==> src/rtl/esp32_spi_pkg.sv <==
// Shared types and constants for the ESP32 button/LED SPI slave.
package esp32_spi_pkg;

    localparam int unsigned DEFAULT_DATA_W = 8;

    typedef enum logic [0:0] {
        StIdle,
        StShift
    } spi_state_e;

    // Byte position within a transaction; saturates at BYTE_PAD.
    localparam logic [1:0] BYTE_STATE  = 2'd0;
    localparam logic [1:0] BYTE_EVENTS = 2'd1;
    localparam logic [1:0] BYTE_PAD    = 2'd2;

    localparam logic [7:0] TX_PAD = 8'h00;

endpackage

==> src/rtl/sync_2ff.sv <==
// Multi-stage single-bit synchroniser with asynchronous active-low reset (resets to 0).
module sync_2ff #(
    parameter int unsigned Stages = 2
) (
    input  logic clk_i,
    input  logic rst_ni,
    input  logic d_i,
    output logic q_o
);

    logic [Stages-1:0] sync_q;

    if (Stages > 1) begin : g_multi
        always_ff @(posedge clk_i or negedge rst_ni) begin
            if (!rst_ni) begin
                sync_q <= '0;
            end else begin
                sync_q <= {sync_q[Stages-2:0], d_i};
            end
        end
    end else begin : g_single
        always_ff @(posedge clk_i or negedge rst_ni) begin
            if (!rst_ni) begin
                sync_q <= '0;
            end else begin
                sync_q <= d_i;
            end
        end
    end

    assign q_o = sync_q[Stages-1];

endmodule

==> src/rtl/esp32_button_spi_slave.sv <==
// Oversampled SPI mode-0 slave: returns live buttons and latched press events, receives LED byte.
module esp32_button_spi_slave
    import esp32_spi_pkg::*;
#(
    parameter int unsigned DATA_W      = DEFAULT_DATA_W,
    parameter int unsigned SYNC_STAGES = 2
) (
    input  logic              i_clk,
    input  logic              i_rst_n,
    input  logic [DATA_W-1:0] i_buttons,
    input  logic              i_spi_csn,
    input  logic              i_spi_sck,
    input  logic              i_spi_mosi,
    output logic              o_spi_miso,
    output logic              o_spi_miso_oe,
    output logic [DATA_W-1:0] o_led,
    output logic [DATA_W-1:0] o_rx_data,
    output logic              o_rx_valid,
    output logic [1:0]        o_rx_index,
    output logic              o_busy
);

    localparam int unsigned CNT_W = (DATA_W > 1) ? $clog2(DATA_W) : 1;
    localparam logic [CNT_W-1:0] LAST_BIT = CNT_W'(DATA_W - 1);

    logic csn_s, sck_s, mosi_s;

    sync_2ff #(.Stages(SYNC_STAGES)) u_sync_csn (
        .clk_i  (i_clk),
        .rst_ni (i_rst_n),
        .d_i    (i_spi_csn),
        .q_o    (csn_s)
    );

    sync_2ff #(.Stages(SYNC_STAGES)) u_sync_sck (
        .clk_i  (i_clk),
        .rst_ni (i_rst_n),
        .d_i    (i_spi_sck),
        .q_o    (sck_s)
    );

    sync_2ff #(.Stages(SYNC_STAGES)) u_sync_mosi (
        .clk_i  (i_clk),
        .rst_ni (i_rst_n),
        .d_i    (i_spi_mosi),
        .q_o    (mosi_s)
    );

    spi_state_e        state_q, state_d;
    logic              csn_hist_q, sck_hist_q;
    logic [DATA_W-1:0] tx_q, tx_d;
    logic [DATA_W-1:0] rx_q, rx_d;
    logic [CNT_W-1:0]  bit_cnt_q, bit_cnt_d;
    logic [1:0]        byte_idx_q, byte_idx_d;
    logic              done_q, done_d;
    logic [1:0]        done_idx_q, done_idx_d;
    logic              reload_q, reload_d;
    logic [DATA_W-1:0] clr_mask_q, clr_mask_d;
    logic [DATA_W-1:0] latch_q, latch_d;
    logic [DATA_W-1:0] prev_q, prev_d;
    logic              miso_q, miso_d;
    logic [DATA_W-1:0] led_q, led_d;
    logic [DATA_W-1:0] rx_data_q, rx_data_d;
    logic              rx_valid_q, rx_valid_d;
    logic [1:0]        rx_index_q, rx_index_d;

    logic              csn_fall, csn_rise, sck_rise, sck_fall;
    logic [DATA_W-1:0] clr;

    assign csn_fall = csn_hist_q & ~csn_s;
    assign csn_rise = ~csn_hist_q & csn_s;
    assign sck_rise = ~sck_hist_q & sck_s;
    assign sck_fall = sck_hist_q & ~sck_s;

    always_comb begin
        state_d    = state_q;
        tx_d       = tx_q;
        rx_d       = rx_q;
        bit_cnt_d  = bit_cnt_q;
        byte_idx_d = byte_idx_q;
        done_d     = 1'b0;
        done_idx_d = done_idx_q;
        reload_d   = reload_q;
        clr_mask_d = clr_mask_q;
        miso_d     = miso_q;
        led_d      = led_q;
        rx_data_d  = rx_data_q;
        rx_valid_d = 1'b0;
        rx_index_d = rx_index_q;
        clr        = '0;

        unique case (state_q)
            StIdle: begin
                if (csn_fall) begin
                    state_d    = StShift;
                    tx_d       = i_buttons;
                    bit_cnt_d  = '0;
                    byte_idx_d = BYTE_STATE;
                    reload_d   = 1'b0;
                end
            end
            StShift: begin
                // CSn rise takes priority over any SCK edge seen in the same cycle.
                if (csn_rise) begin
                    state_d = StIdle;
                    if (byte_idx_q == BYTE_PAD) begin
                        clr = clr_mask_q;
                    end
                end else begin
                    miso_d = tx_q[DATA_W-1];
                    if (sck_rise) begin
                        rx_d = {rx_q[DATA_W-2:0], mosi_s};
                        if (bit_cnt_q == LAST_BIT) begin
                            bit_cnt_d  = '0;
                            done_d     = 1'b1;
                            done_idx_d = byte_idx_q;
                            reload_d   = 1'b1;
                            if (byte_idx_q != BYTE_PAD) begin
                                byte_idx_d = byte_idx_q + 2'd1;
                            end
                        end else begin
                            bit_cnt_d = bit_cnt_q + 1'b1;
                        end
                    end else if (sck_fall) begin
                        if (reload_q) begin
                            reload_d = 1'b0;
                            if (byte_idx_q == BYTE_EVENTS) begin
                                tx_d       = latch_q;
                                clr_mask_d = latch_q;
                            end else begin
                                tx_d = DATA_W'(TX_PAD);
                            end
                        end else begin
                            tx_d = tx_q << 1;
                        end
                    end
                end
            end
            default: state_d = StIdle;
        endcase

        // Completed byte is published one cycle after the final bit lands in rx_q.
        if (done_q) begin
            rx_data_d  = rx_q;
            rx_valid_d = 1'b1;
            rx_index_d = done_idx_q;
            if (done_idx_q == BYTE_STATE) begin
                led_d = rx_q;
            end
        end

        // Set has priority so a press coinciding with the clear is kept.
        latch_d = (latch_q & ~clr) | (i_buttons & ~prev_q);
        prev_d  = i_buttons;
    end

    always_ff @(posedge i_clk or negedge i_rst_n) begin
        if (!i_rst_n) begin
            state_q    <= StIdle;
            csn_hist_q <= 1'b0;
            sck_hist_q <= 1'b0;
            tx_q       <= '0;
            rx_q       <= '0;
            bit_cnt_q  <= '0;
            byte_idx_q <= BYTE_STATE;
            done_q     <= 1'b0;
            done_idx_q <= BYTE_STATE;
            reload_q   <= 1'b0;
            clr_mask_q <= '0;
            latch_q    <= '0;
            prev_q     <= '0;
            miso_q     <= 1'b0;
            led_q      <= '0;
            rx_data_q  <= '0;
            rx_valid_q <= 1'b0;
            rx_index_q <= '0;
        end else begin
            state_q    <= state_d;
            csn_hist_q <= csn_s;
            sck_hist_q <= sck_s;
            tx_q       <= tx_d;
            rx_q       <= rx_d;
            bit_cnt_q  <= bit_cnt_d;
            byte_idx_q <= byte_idx_d;
            done_q     <= done_d;
            done_idx_q <= done_idx_d;
            reload_q   <= reload_d;
            clr_mask_q <= clr_mask_d;
            latch_q    <= latch_d;
            prev_q     <= prev_d;
            miso_q     <= miso_d;
            led_q      <= led_d;
            rx_data_q  <= rx_data_d;
            rx_valid_q <= rx_valid_d;
            rx_index_q <= rx_index_d;
        end
    end

    assign o_spi_miso    = miso_q;
    assign o_spi_miso_oe = (state_q == StShift);
    assign o_busy        = (state_q == StShift);
    assign o_led         = led_q;
    assign o_rx_data     = rx_data_q;
    assign o_rx_valid    = rx_valid_q;
    assign o_rx_index    = rx_index_q;

endmodule

==> config.mk <==
export PLATFORM = sky130hd
export DESIGN_NAME = esp32_button_spi_slave
export DESIGN_NICKNAME = d
export VERILOG_FILES = /design/src/rtl/esp32_spi_pkg.sv /design/src/rtl/sync_2ff.sv /design/src/rtl/esp32_button_spi_slave.sv
export SDC_FILE = /design/constraint.sdc
export NUM_CORES = 1
export LEC_CHECK = 0
export ABC_AREA = 1
export BUFFER_PORTS_ARGS = -buffer_cell sky130_fd_sc_hd__buf_2
export CORE_ASPECT_RATIO = 0.75
export CORE_UTILIZATION = 57
export CTS_BUF_LIST = sky130_fd_sc_hd__clkbuf_8 sky130_fd_sc_hd__clkbuf_16
export DETAILED_ROUTE_END_ITERATION = 7
export PLACE_DENSITY = 0.78
export SYNTH_ARGS = -nofsm -noshare
export SYNTH_HDL_FRONTEND = slang
export SYNTH_SLANG_ARGS = --single-unit
==> constraint.sdc <==
create_clock -name i_clk -period 2 [get_ports i_clk]
set_input_delay 0 -clock i_clk [delete_from_list [all_inputs] [get_ports i_clk]]
set_output_delay 0 -clock i_clk [all_outputs]
set_load 0.02 [all_outputs]
---- Word-level counts from Yosys, hierarchy flattened ----
Index checks and enable logic that the tools add are counted.
W data, S select, Z words.
storage, ports and cells
  logic and storage cells ................. 97
  input port bits ......................... 13
  output and inout bits ................... 22
  flip-flop bits (word level) ............. 78
operators by class
  $add $sub $neg .......................... 2
  mux-type cells .......................... 35
  reductions and logical operators ........ 10
  equal/unequal tests ..................... 13
  bitwise logic cells ..................... 16
operators with widths
  cell                   count
  $mux W8                9
  $and A8 B8 Y8          2
  $not A8 Y8             2
  $pmux W8 S2            1
  $mux W1                12
  $mux W3                4
  $reduce_and A4 Y1      3
  $mux W2                5
  $ne A2 B1 Y1 const B   4
  $ne A2 B2 Y1 const B   4
  $or A8 B8 Y8           1
  $not A1 Y1             7
  $pmux W3 S2            1
  $reduce_and A3 Y1      2
  $reduce_and A6 Y1      1
  $reduce_and A5 Y1      1
  $and A1 B1 Y1          4
  $pmux W1 S2            2
  $pmux W2 S2            1
  $reduce_and A2 Y1      2
  $add A3 B1 Y3 const B  1
  $eq A3 B3 Y1 const B   1
  $ne A3 B1 Y1 const B   1
  $ne A3 B2 Y1 const B   1
  other kinds (4)        4

---- Logic depth before layout (Yosys ltp) ----
Gate-level depths: netlist of the first run.
  word-level depth ........................ 7
  gate-level depth with buffers ........... 9

---- Cells and area by module ----
From an unflattened synthesis of the first run, not the netlist that was laid out.
unflattened totals
  cell total of the unflattened synthesis .. 343
  area total of the unflattened synthesis .. 3190.6 um^2
by module, submodules not included
  module                  times used  area an instance (um^2)  cells each  sequential area each (um^2)
  esp32_button_spi_slave  1           3040.4                   337         1801.7
  sync_2ff                3           50.0                     2           50.0

---- Worst setup path after synthesis of the first run ----
Ideal clock, no wire load.
  path kind ............................... reg2reg
  start point ............................. register byte_idx_q[1]
  end point ............................... register clr_mask_q[0]
  data required time ...................... 1883 ps
  slack ................................... 612 ps
  path buffers ............................ 1
  stages on the path, launching flop included .. 9
  clock period less this slack ............ 1388 ps
  data arrival time ....................... 1272 ps
  path through ............................ dfrtp_1 -> inv_1 -> ha_1 -> buf_4 -> nand2_1 -> nor3_4 -> nand2_4 -> nand2_1 -> nand2_1
between the ends
  cells in the longest elaborated chain, start to end .. 2
RTL lines
  what                                RTL line                       RTL
  start, declared                     esp32_button_spi_slave.sv:54   logic [1:0] byte_idx_q, byte_idx_d;
  start signal, assigned              esp32_button_spi_slave.sv:184  byte_idx_q <= byte_idx_d;
  $eq A2 B1 Y1                        esp32_button_spi_slave.sv:127  if (byte_idx_q == BYTE_EVENTS) begin
  $reduce_and A6 Y1 (no source line)  -
  end signal, assigned                esp32_button_spi_slave.sv:188  clr_mask_q <= clr_mask_d;
  end, declared                       esp32_button_spi_slave.sv:58   logic [DATA_W-1:0] clr_mask_q, clr_mask_d;
Every way passes these cells.
A chain may end at the register's enable or synchronous reset.

---- Worst setup path in the final report of the first run ----
  start point ............................. register byte_idx_q[1]
  end point ............................... register clr_mask_q[4]
Same word-level chain as after synthesis.

==> summary.txt, run 1 <==
Outcome
  • Status: finished clean

Die
  • Initial Utilization: 61.5%
  • Rows: 22
  • Core area: 5090 µm²
  • Die X: 87.6 µm
  • Die Span Y: 66.2 µm
  • Die area: 5800 µm²
  • I/O Pins: 35

Power
  • Pleak: around 2.0 nW
  • Max IR drop VDD: 0.739 mV
  • Pwr per Cell Area: between 900 and 1000 nW/µm²

Cells and area
  • Share of cells above drive strength 1: approximately 15%
  • Design area: 3730 µm²
  • Most frequent cells in the layout: nand2_1, dfrtp_1, o21ai_0
  • Commonest non-fill, non-tap cell in the layout: nand2_1
  • Filler cell count: 381
  • Syn-to-layout area delta: 19.2%
  • N_diodes: 0
  • # nets final: 408
  • Final Util: 73.3%

Timing
  • RSZ-0062 raised after global routing: no
  • Actual slew at the worst max-slew pin: 0.512 ns
  • Clock skew: around 0.0066 ns
  • F_max: around 600 MHz
  • Period utilization: 83.2%
  • Crit path time final: 1.66 ns
  • Fin. Hold Viols: 0
  • Count of final setup violators: 0
  • Fin Hold WS: between 0.15 and 0.2 ns
  • Setup TNS: 0 ns
  • Pins Over Slew Limit: 0
  • Max_slew headroom: approximately two thirds

Worst setup path
  • Most used cell, CP: nand2_1
  • CP bufs+invs: 1
  • CP max stage delay: 0.40 ns
  • Critical Path End Type: flop
  • CP arrival: ~1.9 ns
  • R2R Path Start: byte_idx_q[1]
  • R2R setup slack: 0.34 ns
  • Critical path class: flop to flop
  • CP cell instances: inv_1 > ha_1 > nand2_1 > nor3_4 > nand2_4 > nand2_1 > nand2_1
  • CP Data Required Time: about 2.2 ns
  • Crit-path leading delay family: simple AND/OR/NAND/NOR gates
  • Startpoint Class: flop
  • CP Max Fanout: 9
  • Worst reg-to-reg path cell count: 7
  • Slowest cell on the critical path: dfrtp_1
  • Worst flop-to-flop path endpoint: clr_mask_q[4]

Synthesis
  • Cell Area, Synth: between 3000 and 4000 µm²
  • Post-synthesis register bit count: between 70 and 80
  • Yosys cell types: 18
  • Yosys Warn Count: 0
  • Seq/Total Area, Yosys: between 60 and 70%
  • Synth Instances: 340
  • Syn avg cell area: 9.21 µm²
  • Syn nets: 357

GRT
  • GRT Residual Overflow: 0
  • Number of global-route vias before repair: 2137
  • Total Routing Usage GR: 24.7%
  • Initial antenna violation count: 0
  • First-pass GRT wire length: between 10000 and 15000 µm
  • Largest net degree at the start of global routing: 41

Route
  • Routed Wire Length: 6200 µm
  • Antenna Nets Post-Route: 0
  • TritonRoute pass-1 iters: 4
  • # DRC: 0
  • Avg Vias per Cell: 4.97
  • Drt wl/cell: 13.3 µm
  • Routed via count: 2319
  • Iteration-0 DRC Markers: 157

Clocking
  • Clock latency on the worst-skew pair: about 0.35 ns
  • Hold_buf cts: 12
  • Num CTS Buffers: 9
  • Worst-path clk slew: 0.07 ns
  • CTS Buffer Depth: 2
  • Setup Fix Bufs, Post-CTS: 0
  • Clock H-tree levels: 3
  • CTS tree: done
  • CTS Sinks: 78
  • Root buf cell: clkbuf_8
  • PostCTS Resize Cnt: 0

Place
  • GP Congestion: 0.840
  • Placement Cell Area: 3380 µm²
  • Post-detail-place hpwl: 3990 µm
  • PortBufs: 34

Job
  • MaxCap Viol Count: 0

Worst hold path
  • Hold Path Class: primary input to async pin
cells in the mapped netlist:
| cell type | n | area [µm²] |
|---|---|---|
| inv_2 | 2 | 7.51 |
| nor2_2 | 1 | 6.26 |
| buf_4 | 4 | 30.0 |
| inv_1 | 28 | 105 |
| clkbuf_1 | 3 | 11.3 |
| a21oi_2 | 2 | 17.5 |
| dfrtp_1 | 78 | 1950 |
| nor2_4 | 1 | 11.3 |
| o21ai_0 | 44 | 220 |
| nand2_4 | 4 | 45.0 |
| buf_2 | 1 | 5.00 |
| nand4_1 | 2 | 12.5 |
| nand2_1 | 143 | 537 |
| nor3_4 | 1 | 16.3 |
| o22ai_1 | 1 | 6.26 |
| nor2_1 | 4 | 15.0 |
| ha_1 | 4 | 50.1 |
| nand3_1 | 17 | 85.1 |
per-stage QoR:
step	setup WS, ns	cells	power (mW)
floorplan	0.612	340	2.18
global placement	0.462	440	2.32
detailed placement	0.360	440	2.33
CTS	0.360	467	3.72
global route	0.193	467	3.88
finish	0.337	467	3.71
worst register-to-register path: stages (launching register included):
cell and delay [ns]:
dfrtp_1 0.40, inv_1 0.08, ha_1 0.30, nand2_1 0.15, nor3_4 0.35, nand2_4 0.14, nand2_1 0.09, nand2_1 0.06
state kept, by name, indices dropped and copies added (netlist names):
name                flops
bit_cnt_q               3
byte_idx_q              2
clr_mask_q              8
csn_hist_q              1
done_idx_q              2
done_q                  1
latch_q                 8
o_busy                  1
o_led                   8
o_rx_data               8
o_rx_index              2
o_rx_valid              1
o_spi_miso              1
prev_q                  8
reload_q                1
rx_q                    8
sck_hist_q              1
tx_q                    8
u_sync_csn.sync_q       2
u_sync_mosi.sync_q      2
u_sync_sck.sync_q       2
area by class of cell:
cell class / count / area [µm²] / share of cell area (%)
repair buffers: 48 / 320 / 8.58
well taps: 72 / 90.1 / 2.41
inverters: 30 / 113 / 3.02
clock inverters: 5 / 98.8 / 2.65
multi-input cells: 224 / 1020 / 27.4
clock buffers: 10 / 138 / 3.69
flip-flops and latches: 78 / 1950 / 52.3
power breakdown:
part | leakage, nW | switching (mW) | internal (mW)
clock | 0.124 | 0.535 | 0.849
sequential | 0.988 | 0.0915 | 1.73
combinational | 0.844 | 0.337 | 0.176
total | 1.96 | 0.964 | 2.75
layer usage:
layer | global-route usage [%] | part of all wire [%] | up-vias
met5 | 0 | 0 | -
met4 | 10.7 | 2.2 | 0
met3 | 6.87 | 5.4 | 12
met2 | 34.2 | 42 | 63
met1 | 36.3 | 51 | 1067
li1 | - | - | 1177
logic make-up after synthesis:
kind of cell               share of synthesized area [%]
DFF                                                 62.3
buffers and inverters                               5.07
AOI/OAI and AO/OA                                   7.79
and+or+nand+nor                                     23.2
adders and majority gates                           1.60
worst max-delay path by stage:
| stage | start | endpoint | depth (start not counted) |
|---|---|---|---|
| global placement | byte_idx_q[1] | clr_mask_q[5] | 7 |
| global route | byte_idx_q[1] | clr_mask_q[4] | 7 |
| detailed placement | byte_idx_q[1] | clr_mask_q[4] | 7 |
| finish | byte_idx_q[1] | clr_mask_q[4] | 7 |
| floorplan | byte_idx_q[1] | clr_mask_q[0] | 8 |
| CTS | byte_idx_q[1] | clr_mask_q[4] | 7 |
(Power assumes the default switching activity.)
==> inputs of run 2 (changes only) <==
- clock period: 2 -> 1.6 ns (I/O delays scaled with it)
==> summary.txt, run 2 (synthesis results as in run 1) <==
Cells and area
  • Area of the multi-input gates: 1020 µm²
  • Share of cells above drive strength 1: between 10% and 20%
  • Non-Filler Instances: 472
  • Syn-to-layout area delta: 20.8%
  • Commonest non-fill, non-tap cell in the layout: nand2_1
  • N_diodes: 0
  • Most frequent cells in the layout: nand2_1, dfrtp_1, o21ai_0
  • Final Util: 74.3%
  • Filler cell count: 371
  • Register area: ~2000 µm²
  • # nets final: 412

Route
  • Routed Wire Length: 5990 µm
  • TritonRoute pass-1 iters: 5
  • Drt wl/cell: 12.7 µm
  • # DRC: 0
  • Iteration-0 DRC Markers: 193
  • Antenna Nets Post-Route: 0
  • Routed via count: around 2400
  • Avg Vias per Cell: 5.05

Worst setup path
  • Worst reg-to-reg path cell count: 7
  • Startpoint Class: flop
  • CP cell instances: inv_1 > ha_1 > nand2_1 > nor3_4 > nand2_4 > nand2_1 > nand2_1
  • R2R Path Start: byte_idx_q[1]
  • Worst flop-to-flop path endpoint: clr_mask_q[1]
  • CP bufs+invs: 1
  • Critical Path End Type: flop
  • R2R setup slack: between 0.1 and 0.15 ns
  • Critical path class: flop to flop
  • CP max stage delay: 0.40 ns
  • Crit-path leading delay family: simple AND/OR/NAND/NOR gates
  • CP Max Fanout: 9
  • Slowest cell on the critical path: dfrtp_1
  • CP Data Required Time: around 1.8 ns
  • CP arrival: 1.71 ns
  • Most used cell, CP: nand2_1

Die
  • Die X: 87.6 µm
  • Rows: 22
  • Core area: around 5000 µm²
  • I/O Pins: 35
  • Die Span Y: 66.2 µm
  • Die area: roughly 5800 µm²
  • Initial Utilization: slightly above 60%

GRT
  • Total Routing Usage GR: 24.6%
  • Initial antenna violation count: 0
  • Fraction of met1 tracks used by global routing: a little over a third
  • First-pass GRT wire length: 10400 µm
  • Layer with the highest usage: met2
  • Met2 Use GR: a little over a third
  • M3 GR Usage: 7.87%
  • Number of global-route vias before repair: about 2200
  • GRT Residual Overflow: 0
  • Largest net degree at the start of global routing: 47

Power
  • Switching share of power: between 20% and 30%
  • Pwr per Cell Area: about 1300 nW/µm²
  • Clock power frac: a little under two fifths
  • Combinational Power Share: 14.2%
  • Max IR drop VDD: 0.765 mV
  • Pleak: roughly 2 nW
  • Pint: 3.52 mW
  • Reg power frac: a little under half
  • NetSw: 1.23 mW

Place
  • GP Congestion: between 0.8 and 0.9
  • Post-detail-place hpwl: 4060 µm
  • Placed cells: 444
  • Post-place setup slack: roughly 0.12 ns
  • PortBufs: 34

Outcome
  • Status: finished clean

Clocking
  • Root buf cell: clkbuf_8
  • CTS tree: done
  • Clock H-tree levels: 3
  • Clock latency on the worst-skew pair: 0.35 ns
  • CTS Buffer Depth: 2
  • Worst-path clk slew: 0.07 ns
  • CTS Sinks: 78
  • Num CTS Buffers: 9

Timing
  • Clock skew: 0.00803 ns
  • Fin. Hold Viols: 0
  • Pins Over Slew Limit: 0
  • Count of final setup violators: 0
  • Period utilization: 91.9%
  • Setup TNS: 0 ns
  • Final worst setup slack: about 0.13 ns
  • Actual slew at the worst max-slew pin: 0.505 ns
  • Max_slew headroom: between 60 and 70%
  • F_max: 680 MHz
  • RSZ-0062 raised after global routing: no
  • Crit path time final: around 1.5 ns

Job
  • MaxCap Viol Count: 0

Worst hold path
  • Hold Path Class: primary input to async pin
run 2: power by group through the flow:
stage	logic, mW	clock network, mW	registers [mW]
CTS	0.676	1.85	2.27
detailed placement	0.635	0	2.31
finish	0.673	1.81	2.27
floorplan	0.430	0	2.30
global route	0.783	1.93	2.29
global placement	0.618	0	2.30
run 2: timing repair:
| item | 4_1_cts | 5_1_grt |
|---|---|---|
| gates resized for setup | 0 | 1 |
| buffers inserted | 0 | 0 |
| setup endpoints to repair | 0 | 2 |
| endpoints found under the hold margin | 102 | 0 |
| hold buffers | 12 | 0 |
run 2: worst max path at each step:
stage                     cells after the start             to  slack, ns          start
after global placement                        6  byte_idx_q[0]       0.20  byte_idx_q[0]
final                                         7  clr_mask_q[1]       0.13  byte_idx_q[1]
after global routing                          6  byte_idx_q[0]       0.03  byte_idx_q[0]
after detailed placement                      6  byte_idx_q[0]       0.12  byte_idx_q[0]
after CTS                                     6  byte_idx_q[0]       0.08  byte_idx_q[0]
after floorplan                               8  clr_mask_q[0]       0.21  byte_idx_q[1]
run 2: cell type report:
type / instances / share of cell area [%]
Clock buffer: 11 / 4.00
Timing Repair Buffer: 52 / 9.26
Inverter: 30 / 2.98
Clock inverter: 5 / 2.78
Multi-Input combinational cell: 224 / 27.0
Sequential cell: 78 / 51.6
Tap cell: 72 / 2.38
run 2: through the flow:
| stage | hold WS, ns | cell area, µm² | power [mW] |
|---|---|---|---|
| after floorplan | -0.296 | 3130 | 2.73 |
| after global placement | -0.0341 | 3410 | 2.92 |
| after detailed placement | -0.0331 | 3410 | 2.94 |
| after CTS | 0.125 | 3780 | 4.79 |
| after global routing | 0.162 | 3780 | 5.00 |
| final | 0.123 | 3780 | 4.75 |
run 2: routing by layer:
layer  vias to the layer above  routed length [µm]
li1                       1184                   -
met1                      1118                3010
met5                         -                   0
met4                         0                  75
met2                        71                2490
met3                         9                 417
==> inputs of run 3 (changes only) <==
- RECOVER_POWER: default -> 100
- SKIP_LAST_GASP: default -> 1
==> summary.txt, run 3 (synthesis results as in run 1) <==
Clocking
  • Root buf cell: clkbuf_8
  • CTS tree: done
  • CTS Buffer Depth: 2
  • Clock H-tree levels: 3
  • CTS Sinks: 78
  • Clock latency on the worst-skew pair: 0.35 ns
  • Num CTS Buffers: 9
  • Worst-path clk slew: 0.07 ns

Worst setup path
  • Startpoint Class: flop
  • CP Max Fanout: 9
  • Critical path class: flop to flop
  • CP Data Required Time: about 1.8 ns
  • Critical Path End Type: flop
  • R2R setup slack: 0.13 ns
  • Worst reg-to-reg path cell count: 7
  • R2R Path Start: byte_idx_q[1]
  • CP arrival: 1.71 ns
  • Worst flop-to-flop path endpoint: clr_mask_q[1]

Cells and area
  • Design area: between 3000 and 4000 µm²
  • Syn-to-layout area delta: 19.1%
  • Filler cell count: 393
  • # nets final: roughly 400
  • N_diodes: 0
  • Share of cells above drive strength 1: 9.00%
  • Commonest non-fill, non-tap cell in the layout: nand2_1
  • Non-Filler Instances: 472
  • Final Util: 73.3%
  • Most frequent cells in the layout: nand2_1, dfrtp_1, o21ai_0

GRT
  • GRT Residual Overflow: 0
  • Initial antenna violation count: 0
  • First-pass GRT wire length: roughly 10000 µm
  • Total Routing Usage GR: 24.6%
  • Number of global-route vias before repair: 2226
  • Largest net degree at the start of global routing: between 40 and 50

Timing
  • Period utilization: just over 90%
  • RSZ-0062 raised after global routing: no
  • Crit path time final: 1.47 ns
  • Setup TNS: 0 ns
  • Final worst setup slack: 0.131 ns
  • Count of final setup violators: 0
  • Max_slew headroom: 46.4%
  • Fin Hold WS: 0.267 ns
  • Clock skew: 0.00826 ns
  • F_max: 681 MHz
  • Actual slew at the worst max-slew pin: 0.803 ns
  • Fin. Hold Viols: 0
  • Pins Over Slew Limit: 0

Route
  • Antenna Nets Post-Route: 0
  • Avg Vias per Cell: 5.10
  • Drt wl/cell: 12.8 µm
  • # DRC: 0
  • TritonRoute pass-1 iters: 5
  • Routed via count: 2409
  • Iteration-0 DRC Markers: 174
  • Routed Wire Length: ~6000 µm

Power
  • NetSw: about 1.2 mW
  • Clock power frac: 38.3%
  • Max IR drop VDD: 0.780 mV
  • Reg power frac: 47.8%
  • Combinational Power Share: around 14%
  • Pwr per Cell Area: 1270 nW/µm²
  • Pleak: approximately 1.9 nW
  • Switching share of power: a little over a quarter
  • Pwr Total: 4.74 mW
  • Pint: 3.51 mW

Place
  • Post-detail-place hpwl: approximately 4100 µm
  • Placement Cell Area: 3410 µm²
  • PortBufs: 34
  • Placed cells: about 440
  • Post-place setup slack: 0.121 ns
  • GP Congestion: 0.874

Job
  • MaxCap Viol Count: 0

Die
  • Die area: between 5000 and 6000 µm²
  • Rows: 22
  • Core area: between 5000 and 6000 µm²
  • Die X: approximately 90 µm
  • I/O Pins: 35
  • Initial Utilization: 61.5%
  • Die Span Y: 66.2 µm

Outcome
  • Status: finished clean

Worst hold path
  • Hold Path Class: primary input to async pin
-- run 3: changes by cell type in the layout (fill, tap and decap cells not counted) --
cell,before,now
clkbuf_1,0,30
nand2_1,143,144
nand2_4,4,2
nand2_2,0,1
buf_4,6,5
clkbuf_2,0,1
buf_2,33,3
-- run 3: how the worst max path moves through the flow --
stage / from / endpoint / slack, ns / cells after the start
2_1_floorplan: byte_idx_q[1] / clr_mask_q[0] / 0.21 / 8
3_3_place_gp: byte_idx_q[0] / byte_idx_q[0] / 0.20 / 6
3_5_place_dp: byte_idx_q[0] / byte_idx_q[0] / 0.12 / 6
4_1_cts: byte_idx_q[0] / byte_idx_q[0] / 0.08 / 6
5_1_grt: byte_idx_q[0] / byte_idx_q[0] / 0.02 / 6
6_report: byte_idx_q[1] / clr_mask_q[1] / 0.13 / 7
-- run 3: final cells by class --
class                           instances  area, µm²  share of cell area, %
Multi-Input combinational cell        224       1010                   27.1
Inverter                               30        113                   3.02
Timing Repair Buffer                   52        310                   8.32
Sequential cell                        78       1950                   52.3
Clock inverter                          5        105                   2.82
Tap cell                               72       90.1                   2.41
Clock buffer                           11        151                   4.06
-- run 3: critical path, stage by stage, from the launching register on --
cell	delay, ns
dfrtp_1	0.40
inv_1	0.08
ha_1	0.16
nand2_1	0.11
nor3_4	0.34
nand2_4	0.14
nand2_1	0.09
nand2_1	0.05
-- run 3: power groups by stage --
stage / Clock [mW] / Combinational (mW) / Sequential (mW)
3_5_place_dp: 0 / 0.635 / 2.31
5_1_grt: 1.93 / 0.771 / 2.29
6_report: 1.82 / 0.659 / 2.27
2_1_floorplan: 0 / 0.430 / 2.30
4_1_cts: 1.85 / 0.676 / 2.27
3_3_place_gp: 0 / 0.618 / 2.30
-- run 3: metal layers --
metal | up-vias | part of all wire (%) | global-route usage (%)
li1 | 1184 | - | -
met1 | 1151 | 51 | 34.8
met2 | 66 | 42 | 36.2
met3 | 8 | 6.4 | 7.87
met4 | 0 | 1.2 | 7.38
met5 | - | 0 | 0
-- run 3: what timing repair did --
| item | CTS | global route |
|---|---|---|
| buffers inserted | 0 | 0 |
| setup endpoints to repair | 0 | 2 |
| gates resized for setup | 0 | 1 |
| hold endpoints to repair | 102 | 0 |
| hold buffers | 12 | 0 |
